**src/rtl/biu_constants_pkg.sv**
```systemverilog
// Shared AHB3-Lite encodings used by the bus interface units.
package biu_constants_pkg;

    localparam logic [1:0] HTRANS_IDLE   = 2'b00;
    localparam logic [1:0] HTRANS_NONSEQ = 2'b10;
    localparam logic [1:0] HTRANS_SEQ    = 2'b11;

    localparam logic [2:0] HBURST_INCR   = 3'b001;

    localparam logic [2:0] HSIZE_WORD    = 3'b010;
    localparam logic [2:0] HSIZE_DWORD   = 3'b011;

    // An incrementing burst may not cross a 1 KB boundary, so such an address restarts with NONSEQ.
    function automatic logic at_1k_boundary(input logic [9:0] low_bits);
        return low_bits == 10'h000;
    endfunction

endpackage

```
**src/rtl/riscv_iprefetch_fifo.sv**
```systemverilog
// Small power-of-two FIFO holding prefetched parcels; clear wins over push and pop.
module riscv_iprefetch_fifo #(
    parameter int DEPTH = 4,
    parameter int WIDTH = 32
) (
    input  logic                     clk,
    input  logic                     rst_n,
    input  logic                     clear,
    input  logic                     push,
    input  logic                     pop,
    input  logic [WIDTH-1:0]         push_data,
    output logic [WIDTH-1:0]         pop_data,
    output logic                     full,
    output logic                     empty,
    output logic [$clog2(DEPTH):0]   occupancy
);

    localparam int AW = $clog2(DEPTH);

    logic [WIDTH-1:0] mem_r [DEPTH];
    logic [AW-1:0]    wr_ptr_r;
    logic [AW-1:0]    rd_ptr_r;
    logic [AW:0]      count_r;
    logic             do_push_s;
    logic             do_pop_s;

    // Qualify requests against the current fill state.
    always_comb begin
        do_push_s = push && !full;
        do_pop_s  = pop && !empty;
    end

    // Pointer and occupancy tracking.
    always_ff @(posedge clk or negedge rst_n) begin
        if (!rst_n) begin
            wr_ptr_r <= {AW{1'b0}};
            rd_ptr_r <= {AW{1'b0}};
            count_r  <= {(AW+1){1'b0}};
        end else if (clear) begin
            wr_ptr_r <= {AW{1'b0}};
            rd_ptr_r <= {AW{1'b0}};
            count_r  <= {(AW+1){1'b0}};
        end else begin
            if (do_push_s) wr_ptr_r <= wr_ptr_r + AW'(1);
            if (do_pop_s)  rd_ptr_r <= rd_ptr_r + AW'(1);
            case ({do_push_s, do_pop_s})
                2'b10:   count_r <= count_r + (AW+1)'(1);
                2'b01:   count_r <= count_r - (AW+1)'(1);
                default: count_r <= count_r;
            endcase
        end
    end

    // Entry storage.
    always_ff @(posedge clk) begin
        if (do_push_s && !clear) mem_r[wr_ptr_r] <= push_data;
    end

    assign pop_data  = mem_r[rd_ptr_r];
    assign full      = (count_r == (AW+1)'(DEPTH));
    assign empty     = (count_r == (AW+1)'(0));
    assign occupancy = count_r;

endmodule

```
**src/rtl/riscv_iprefetch_ahb3lite.sv**
```systemverilog
// Instruction prefetcher: sequential AHB3-Lite word fetches into a small parcel FIFO,
// with redirect (flush), bus-error and misaligned-target handling.
module riscv_iprefetch_ahb3lite
    import biu_constants_pkg::*;
#(
    parameter int               XLEN           = 32,
    parameter int               PHYS_ADDR_SIZE = XLEN,
    parameter int               PARCEL_SIZE    = XLEN,
    parameter int               DEPTH          = 4,
    parameter logic [XLEN-1:0]  PC_INIT        = 32'h0000_0200
) (
    input  logic                      HCLK,
    input  logic                      HRESETn,
    output logic                      HSEL,
    output logic [PHYS_ADDR_SIZE-1:0] HADDR,
    input  logic [XLEN-1:0]           HRDATA,
    output logic [XLEN-1:0]           HWDATA,
    output logic                      HWRITE,
    output logic [2:0]                HSIZE,
    output logic [2:0]                HBURST,
    output logic [3:0]                HPROT,
    output logic [1:0]                HTRANS,
    output logic                      HMASTLOCK,
    input  logic                      HREADY,
    input  logic                      HRESP,
    input  logic [XLEN-1:0]           if_nxt_pc,
    input  logic                      if_flush,
    input  logic                      if_stall,
    input  logic [1:0]                st_prv,
    output logic [PARCEL_SIZE-1:0]    if_parcel,
    output logic [XLEN-1:0]           if_parcel_pc,
    output logic                      if_parcel_valid,
    output logic                      if_parcel_misaligned,
    output logic                      if_parcel_error,
    output logic                      if_stall_nxt_pc
);

    localparam int OFFS    = $clog2(XLEN/8);
    localparam int ENTRY_W = PARCEL_SIZE + XLEN + 2;
    localparam int OCC_W   = $clog2(DEPTH) + 1;
    localparam int BUD_W   = OCC_W + 1;

    logic [PHYS_ADDR_SIZE-1:0] haddr_r, haddr_n, fetch_adr_r, fetch_adr_n, flush_adr_s;
    logic [1:0]                htrans_r, htrans_n, htrans_s;
    logic                      need_nonseq_r, need_nonseq_n, addr_stale_r, addr_stale_n;
    logic                      dphase_valid_r, dphase_valid_n, dphase_stale_r, dphase_stale_n;
    logic [XLEN-1:0]           dphase_pc_r, dphase_pc_n, mis_pc_r, mis_pc_n;
    logic                      halt_r, halt_n, mis_pend_r, mis_pend_n;
    logic                      addr_busy_s, err_first_s, can_issue_s, push_bus_s, misaligned_s;
    logic [BUD_W-1:0]          budget_s;
    logic [OCC_W-1:0]          occupancy_s;
    logic                      full_s, empty_s, pop_s;
    logic [ENTRY_W-1:0]        push_data_s, head_s;

    // Bus status and issue budget (buffered + in flight + the new one must fit).
    always_comb begin
        addr_busy_s  = (htrans_r != HTRANS_IDLE);
        err_first_s  = dphase_valid_r && HRESP && !HREADY;
        budget_s     = BUD_W'(occupancy_s) + BUD_W'(addr_busy_s) + BUD_W'(dphase_valid_r) + BUD_W'(1'b1);
        can_issue_s  = !halt_r && !full_s && (budget_s <= BUD_W'(DEPTH));
        misaligned_s = (if_nxt_pc[1:0] != 2'b00);
        flush_adr_s  = {if_nxt_pc[PHYS_ADDR_SIZE-1:OFFS], {OFFS{1'b0}}};
        push_bus_s   = dphase_valid_r && HREADY && !dphase_stale_r;
    end

    // Next-state of the address/data pipeline; redirect overrides everything else.
    always_comb begin
        htrans_n       = htrans_r;
        haddr_n        = haddr_r;
        fetch_adr_n    = fetch_adr_r;
        need_nonseq_n  = need_nonseq_r;
        addr_stale_n   = addr_stale_r;
        dphase_valid_n = dphase_valid_r;
        dphase_pc_n    = dphase_pc_r;
        dphase_stale_n = dphase_stale_r;
        halt_n         = halt_r;
        mis_pend_n     = 1'b0;
        mis_pc_n       = mis_pc_r;
        if (HREADY) begin
            dphase_valid_n = addr_busy_s;
            dphase_pc_n    = XLEN'(haddr_r);
            dphase_stale_n = addr_stale_r;
            addr_stale_n   = 1'b0;
            if (can_issue_s) begin
                htrans_n      = (need_nonseq_r || at_1k_boundary(fetch_adr_r[9:0])) ? HTRANS_NONSEQ : HTRANS_SEQ;
                haddr_n       = fetch_adr_r;
                fetch_adr_n   = fetch_adr_r + PHYS_ADDR_SIZE'(XLEN/8);
                need_nonseq_n = 1'b0;
            end else begin
                htrans_n      = HTRANS_IDLE;
                need_nonseq_n = 1'b1;
            end
        end else if (err_first_s) begin
            // The pending address phase is abandoned; rewind so a live one is refetched.
            htrans_n      = HTRANS_IDLE;
            need_nonseq_n = 1'b1;
            addr_stale_n  = 1'b0;
            if (addr_busy_s && !addr_stale_r) begin
                fetch_adr_n = haddr_r;
            end else begin
                fetch_adr_n = fetch_adr_r;
            end
            if (!dphase_stale_r) begin
                halt_n = 1'b1;
            end else begin
                halt_n = halt_r;
            end
        end else begin
            htrans_n = htrans_r;
        end
        if (if_flush) begin
            fetch_adr_n    = flush_adr_s;
            need_nonseq_n  = 1'b1;
            halt_n         = misaligned_s;
            mis_pend_n     = misaligned_s;
            mis_pc_n       = if_nxt_pc;
            dphase_stale_n = 1'b1;
            if (HREADY) begin
                htrans_n = HTRANS_IDLE;
            end else begin
                htrans_n = htrans_n;
            end
            addr_stale_n = (htrans_n != HTRANS_IDLE);
        end else begin
            mis_pc_n = mis_pc_r;
        end
    end

    // Pipeline state registers.
    always_ff @(posedge HCLK or negedge HRESETn) begin
        if (!HRESETn) begin
            htrans_r       <= HTRANS_IDLE;
            haddr_r        <= {PHYS_ADDR_SIZE{1'b0}};
            fetch_adr_r    <= PHYS_ADDR_SIZE'(PC_INIT);
            need_nonseq_r  <= 1'b1;
            addr_stale_r   <= 1'b0;
            dphase_valid_r <= 1'b0;
            dphase_pc_r    <= {XLEN{1'b0}};
            dphase_stale_r <= 1'b0;
            halt_r         <= 1'b0;
            mis_pend_r     <= 1'b0;
            mis_pc_r       <= {XLEN{1'b0}};
        end else begin
            htrans_r       <= htrans_n;
            haddr_r        <= haddr_n;
            fetch_adr_r    <= fetch_adr_n;
            need_nonseq_r  <= need_nonseq_n;
            addr_stale_r   <= addr_stale_n;
            dphase_valid_r <= dphase_valid_n;
            dphase_pc_r    <= dphase_pc_n;
            dphase_stale_r <= dphase_stale_n;
            halt_r         <= halt_n;
            mis_pend_r     <= mis_pend_n;
            mis_pc_r       <= mis_pc_n;
        end
    end

    // Entry source: live bus completion, otherwise the deferred misaligned marker.
    always_comb begin
        if (push_bus_s) begin
            push_data_s = {HRDATA[PARCEL_SIZE-1:0], dphase_pc_r, 1'b0, HRESP};
        end else begin
            push_data_s = {{PARCEL_SIZE{1'b0}}, mis_pc_r, 1'b1, 1'b0};
        end
    end

    riscv_iprefetch_fifo #(
        .DEPTH (DEPTH),
        .WIDTH (ENTRY_W)
    ) u_fifo (
        .clk       (HCLK),
        .rst_n     (HRESETn),
        .clear     (if_flush),
        .push      (push_bus_s || mis_pend_r),
        .pop       (pop_s),
        .push_data (push_data_s),
        .pop_data  (head_s),
        .full      (full_s),
        .empty     (empty_s),
        .occupancy (occupancy_s)
    );

    assign pop_s                = if_parcel_valid && !if_stall;
    assign if_parcel_valid      = !empty_s && !if_flush;
    assign if_stall_nxt_pc      = !if_parcel_valid;
    assign if_parcel            = head_s[ENTRY_W-1 -: PARCEL_SIZE];
    assign if_parcel_pc         = head_s[XLEN+1:2];
    assign if_parcel_misaligned = !empty_s && head_s[1];
    assign if_parcel_error      = !empty_s && head_s[0];

    // The first error cycle must already show IDLE on the bus.
    assign htrans_s  = err_first_s ? HTRANS_IDLE : htrans_r;
    assign HTRANS    = htrans_s;
    assign HSEL      = (htrans_s != HTRANS_IDLE);
    assign HADDR     = haddr_r;
    assign HWDATA    = {XLEN{1'b0}};
    assign HWRITE    = 1'b0;
    assign HMASTLOCK = 1'b0;
    assign HBURST    = HBURST_INCR;
    assign HSIZE     = (XLEN == 64) ? HSIZE_DWORD : HSIZE_WORD;
    assign HPROT     = {2'b00, (st_prv != 2'b00), 1'b0};

endmodule

```
**config.mk**
```make
export PLATFORM = sky130hd
export DESIGN_NAME = riscv_iprefetch_ahb3lite
export DESIGN_NICKNAME = d
export VERILOG_FILES = /design/src/rtl/biu_constants_pkg.sv /design/src/rtl/riscv_iprefetch_fifo.sv /design/src/rtl/riscv_iprefetch_ahb3lite.sv
export SDC_FILE = /design/constraint.sdc
export NUM_CORES = 1
export LEC_CHECK = 0
export CAP_MARGIN = 0
export CORE_ASPECT_RATIO = 0.5
export CORE_MARGIN = 5
export CORE_UTILIZATION = 58
export CTS_BUF_LIST = sky130_fd_sc_hd__clkbuf_2
export DETAILED_ROUTE_END_ITERATION = 10
export PLACE_DENSITY = 0.89
export SLEW_MARGIN = 15
export SYNTH_ARGS = -nofsm -noshare
export SYNTH_HDL_FRONTEND = slang
export SYNTH_HIERARCHICAL = 1
export SYNTH_SLANG_ARGS = --single-unit
export TNS_END_PERCENT = 20
```
**constraint.sdc**
```tcl
create_clock -name HCLK -period 4.3 [get_ports HCLK]
set_clock_uncertainty 0.2 [all_clocks]
set_input_delay 1.29 -clock HCLK [delete_from_list [all_inputs] [get_ports HCLK]]
set_output_delay 1.29 -clock HCLK [all_outputs]
set_load 0.005 [all_outputs]
```
# --- Word level (Yosys, flattened, before mapping) ---
# Memories as Yosys holds them, arrays and structs flattened.
# Index checks and enable logic that the tools add are counted.
# Widths: inputs -> output; s select.
classes:
  addsub: 8
  n_mul: 0
  div: 0
  n_lt_le_gt_ge: 1
  n_eq_ne: 6
  n_shift: 0
  mux: 35
  n_bitwise: 0
  reduce_logical: 42
ops:
  columns: ["op", "count"]
  rows:
  - ["$mux 32", 5]
  - ["$mux 66", 1]
  - ["$add 32x3->32 const B", 1]
  - ["$mux 2", 10]
  - ["$reduce_bool 2->1", 9]
  - ["$mux 1", 17]
  - ["$logic_and 1x1->1", 14]
  - ["$logic_not 10->1", 1]
  - ["$logic_not 1->1", 9]
  - ["$reduce_bool 3->1", 3]
  - ["$pmux 3 s2", 1]
  - ["$reduce_and 3->1", 2]
  - ["$add 2x1->2 const B", 2]
  - ["$add 3x1->4", 1]
  - ["$add 4x1->4", 1]
  - ["$add 4x1->4 const B", 1]
  - ["$le 4x3->1 const B", 1]
  - ["$add 3x1->3 const B", 1]
  - ["$eq 3x3->1 const B", 1]
  - ["$logic_not 3->1", 1]
  - ["$mux 3", 1]
  - ["$ne 3x1->1 const B", 1]
  - ["$sub 3x1->3 const B", 1]
  - ["$eq 2x1->1 const B", 1]
  - ["other kinds (5)", 6]
totals:
  ff_bits: 143
  latch_bits: 0
  mem_bits_rw: 264
  mem_bits_ro: 0
  inputBits: 72
  out_inout_bits: 147
  elab_cells: 107
  memories: 1
mem_list:
  columns: ["name", "depth", "word_bits", "read_ports", "rd_clocked_by_memory_dff", "wr", "line", "source"]
  rows:
  - ["u_fifo.mem_r", 4, 66, 1, 0, 1, "riscv_iprefetch_fifo.sv:20", "logic [WIDTH-1:0] mem_r [DEPTH];"]

# --- Depth between registers and ports, before layout ---
depth:
  word_depth: 12
  depth_mapped: 12
  ltp_nobuf: 10

# --- By module ---
# The synthesis kept the hierarchy.
modules_own_cells:
  columns: ["mod", "n_inst", "cells_each", "area_each_um2"]
  rows:
  - ["riscv_iprefetch_fifo", 1, 409, 10085.9]
  - ["riscv_iprefetch_ahb3lite", 1, 719, 7238.2]

# --- Worst setup path after synthesis ---
# Ideal clock, no wire load.
synth_timing:
  path_type: "input port to flip-flop"
  from: "input HREADY"
  to: "memory u_fifo/mem_r[2][0] in the netlist's numbering, enable pin"
  arrival_ns: 3.805
  required_ns: 3.669
  slack_ns: -0.137
  cell_stages: 7
  path_cell_list: "nand2_1 nor2_1 inv_1 nand2b_1 buf_2 nor3b_1 and2_1"
synth_via:
  elab_chain_cells: 7
synth_lines:
  columns: ["item", "line", "source"]
  rows:
  - ["start, declared", "riscv_iprefetch_ahb3lite.sv:24", "input logic HREADY,"]
  - ["$logic_and 1x1->1 (2 in a row)", "riscv_iprefetch_ahb3lite.sv:63", "push_bus_s = dphase_valid_r && HREADY && !dphase_stale_r;"]
  - ["$logic_or 1x1->1", "riscv_iprefetch_ahb3lite.sv:174", ".push (push_bus_s || mis_pend_r),"]
  - ["$logic_and 1x1->1", "riscv_iprefetch_fifo.sv:29", "do_push_s = push && !full;"]
  - ["$logic_and 1x1->1", "riscv_iprefetch_fifo.sv:56", "if (do_push_s && !clear) mem_r[wr_ptr_r] <= push_data;"]
  - ["$mux 1", "riscv_iprefetch_fifo.sv:56", null]
  - ["$mux 1 (implied by the code)", "riscv_iprefetch_fifo.sv:56", null]
  - ["end, declared", "riscv_iprefetch_fifo.sv:20", null]
# No other way between the ends.

# --- Final worst setup path ---
layout_timing:
  from: "register u_fifo.rd_ptr_r[0]"
  to: "output if_parcel_pc[24]"
layout_via:
  elab_chain_cells: 1
layout_lines:
  columns: ["item", "line", "source"]
  rows:
  - ["start, declared", "riscv_iprefetch_fifo.sv:22", "logic [AW-1:0] rd_ptr_r;"]
  - ["start signal, assigned", "riscv_iprefetch_fifo.sv:37", "rd_ptr_r <= {AW{1'b0}};"]
  - ["start signal, assigned", "riscv_iprefetch_fifo.sv:41", "rd_ptr_r <= {AW{1'b0}};"]
  - ["start signal, assigned", "riscv_iprefetch_fifo.sv:45", "if (do_pop_s) rd_ptr_r <= rd_ptr_r + AW'(1);"]
  - ["$mem_v2 4x66", null, null]
  - ["end, declared", "riscv_iprefetch_ahb3lite.sv:31", "output logic [XLEN-1:0] if_parcel_pc,"]
# No other way between the ends.

==> flow_summary.json <==
{
  "grt_max_degree": 91,
  "synth_edf_count": 264,
  "drt_iter0_drc": 1236,
  "synth_ff_type": "edfxtp_1",
  "criticalPathCategory": "register to primary output",
  "timing.hold.ws_ps": 152,
  "regArea_sq_mm": 0.0115,
  "cts_tree": "yes",
  "viasPerCell": 5.89,
  "fillers": 1894,
  "max-vdd-ir-drop_v": 0.000174,
  "wl_per_cell_um": 22.6,
  "clk_path_buf_depth": 3,
  "die_y_um": 132,
  "critPathLaunchType": "register",
  "final.period_utilization": 0.983,
  "synthTopCellsByArea": "edfxtp_1 46%, dfrtp_1 20%, mux4_2 8.6%",
  "synthMuxAreaShare": 0.146,
  "final_nets": 1445,
  "startpoint": "u_fifo/rd_ptr_r[0]",
  "r2r-end": "fetch_adr_r[31]",
  "multi_input_area_sq_mm": 0.00524,
  "htreeDepth": 3,
  "hold_viol": 0,
  "drt-total-wl_mm": 41.1,
  "worstSkewPairLatency_ps": 1010,
  "powerDensity_mw_per_mm2": 429,
  "row_count": 44,
  "cap_violations": 0,
  "placed_cell_area_sq_mm": 0.0193,
  "cp-end-kind": "primary output",
  "path_cells": "buf_16, mux4_2, clkdlybuf4s50_1",
  "tns_ps": 0,
  "pre_cts_ws_ps": 275,
  "status": "completed",
  "worstPathRequired_ps": 2810,
  "drive_above_1_share": 0.249,
  "crit_path_max_fanout": 8,
  "worstMarginPinSlew_ps": 1040,
  "synth_compound_area_frac": 0.0602,
  "postSynthAreaPerCell_sq_um": 15.4,
  "reg2reg_depth": 10,
  "stdcell_count": 1816,
  "synth.top_cells.by_count": "264 x edfxtp_1, 141 x dfrtp_1, 126 x nand2_1",
  "die_w_um": 254,
  "clk_transition_reported_paths_ps": 120,
  "io_buffers": 175,
  "firstDrtPassIters": 6,
  "hpwl_mm": 24.6,
  "grt_use_total": 0.241,
  "synth_xor_area_frac": 0.00303,
  "synth_top_family_by_area": "multiplexers",
  "cp_slowest_cell": "dfrtp_4",
  "vias": 10700,
  "maxSlewHeadroom": 0.306,
  "synthSimpleGateAreaFrac": 0.0742,
  "synth_area_sq_mm": 0.0173,
  "ys_ff_latch": 407,
  "setup_viol": 0,
  "first_global_vias": 11100,
  "grt_pass1_wl_mm": 62.7,
  "post-route-min-period_ps": 4230,
  "crit_path_max_incr_delay_ps": 560,
  "cts_hold_buf": 0,
  "endpoint": "if_parcel_pc[24]",
  "yosysWarnings": 6,
  "r2r-start": "u_fifo/occupancy[0]",
  "max_freq_mhz": 237,
  "synth.top_cell.area_share": 0.458,
  "setup_ws_ps": 72.2,
  "hold_path_class": "primary input to async pin",
  "placed_cells": 1649,
  "r2r_setup_slack_ps": 780,
  "ant_nets": 0,
  "slew_viol_final": 0,
  "synthCells": 1128,
  "clock-sinks": 407,
  "p_total_mw": 8.68,
  "core_area_sq_mm": 0.0292,
  "die_area_sq_mm": 0.0336,
  "area_growth_pct": 16.9,
  "ys_types": 65,
  "gp_congestion": 0.888,
  "synthArstFlopShare": 0.351,
  "arrival_ps": 2740,
  "yosysSeqAreaShare": 0.664,
  "cts_made_buffers": 89,
  "grt_overflow_total": 0,
  "synth_fa_ha_area_frac": 0.00881,
  "p_leak_nw": 7.79,
  "final_core_util": 0.693,
  "stdcell_area_sq_mm": 0.0202,
  "root_buffer": "clkbuf_2",
  "start_util": 0.593,
  "remaining_drc_errors": 0,
  "num_io_pins": 219,
  "antenna_found_initial": 5,
  "synth.most_common_cell": "edfxtp_1",
  "yosys.area.top_type": "edfxtp_1"
}
==> cell type report <==
| type | count | area share |
|---|---|---|
| Antenna cell | 5 | 0.000618 |
| Inverter | 23 | 0.00426 |
| Clock buffer | 131 | 0.0324 |
| Multi-Input combinational cell | 632 | 0.259 |
| Tap cell | 391 | 0.0242 |
| Sequential cell | 407 | 0.569 |
| Timing Repair Buffer | 209 | 0.104 |
| Clock inverter | 18 | 0.00643 |
==> cell usage in the layout, fill, tap and decap left out, types with 8 or more instances in the layout <==
master           Yosys  routed
edfxtp_1           264     264
dfrtp_1            141     139
clkbuf_2             1     134
nand2_1            126     126
clkdlybuf4s50_1      0     112
mux2_2              87      87
mux4_2              66      66
o21ai_0             49      49
conb_1               2      43
dlygate4sd2_1        0      43
and2_1              41      37
nor2_1              32      31
inv_1               23      23
buf_4               47      23
a22oi_1             16      16
a21oi_1             15      15
dlymetal6s2s_1       0      13
clkinv_1             0      11
ha_1                 9       9
a22o_1               8       8
a221oi_1             8       8
==> registers in the layout, summed over array words and instances, names as in the netlist, 2 cells and up <==
name,count
mis_pc_r,32
dphase_pc_r,32
u_fifo/wr_ptr_r,2
u_fifo/mem_r,264
fetch_adr_r,32
u_fifo/occupancy,3
u_fifo/rd_ptr_r,2
htrans_r,2
HADDR,32
==> per-layer routing <==
metal / GRT usage / vias to the layer above / share of wire
met2: 0.397 / 521 / 0.51
met1: 0.325 / 5396 / 0.39
met3: 0.0477 / 88 / 0.072
met4: 0.0885 / 0 / 0.028
met5: 0 / - / 0
li1: - / 4692 / -
==> how the worst min path moves through the flow <==
stage | endpoint | slack (ps)
finish | dphase_stale_r | 150
global route | HADDR[26] | 150
CTS | HADDR[26] | 120
detailed placement | mis_pc_r[21] | 300
global placement | htrans_r[1] | 280
floorplan | htrans_r[1] | 260
==> cell families after synthesis <==
kind of cell,Yosys count
AO/OA/AOI/OAI,154
XOR/XNOR,6
adder cells (fa/ha/maj),11
buffers and inverters,130
flip-flops,407
multiplexers,159
other,2
AND/OR/NAND/NOR,259
==> power by group <==
group / internal (mW) / switching, mW / total [mW]
registers: 4.62 / 0.347 / 4.96
clock network: 0.920 / 1.44 / 2.36
logic: 0.738 / 0.617 / 1.36
==> worst max-delay path: cells and delay by family (launching register included) <==
family | cells | cell delay (ps)
muxes | 1 | 520
DFF | 1 | 560
buffers and inverters | 2 | 650
==> timing repair <==
item                       in CTS  in global routing
gates resized for setup        58                 20
buffers inserted                8                  2
setup endpoints to repair      68                 18
gates cloned                    2                  1
hold endpoints to repair        0                  0
(Power assumes the default switching activity.)
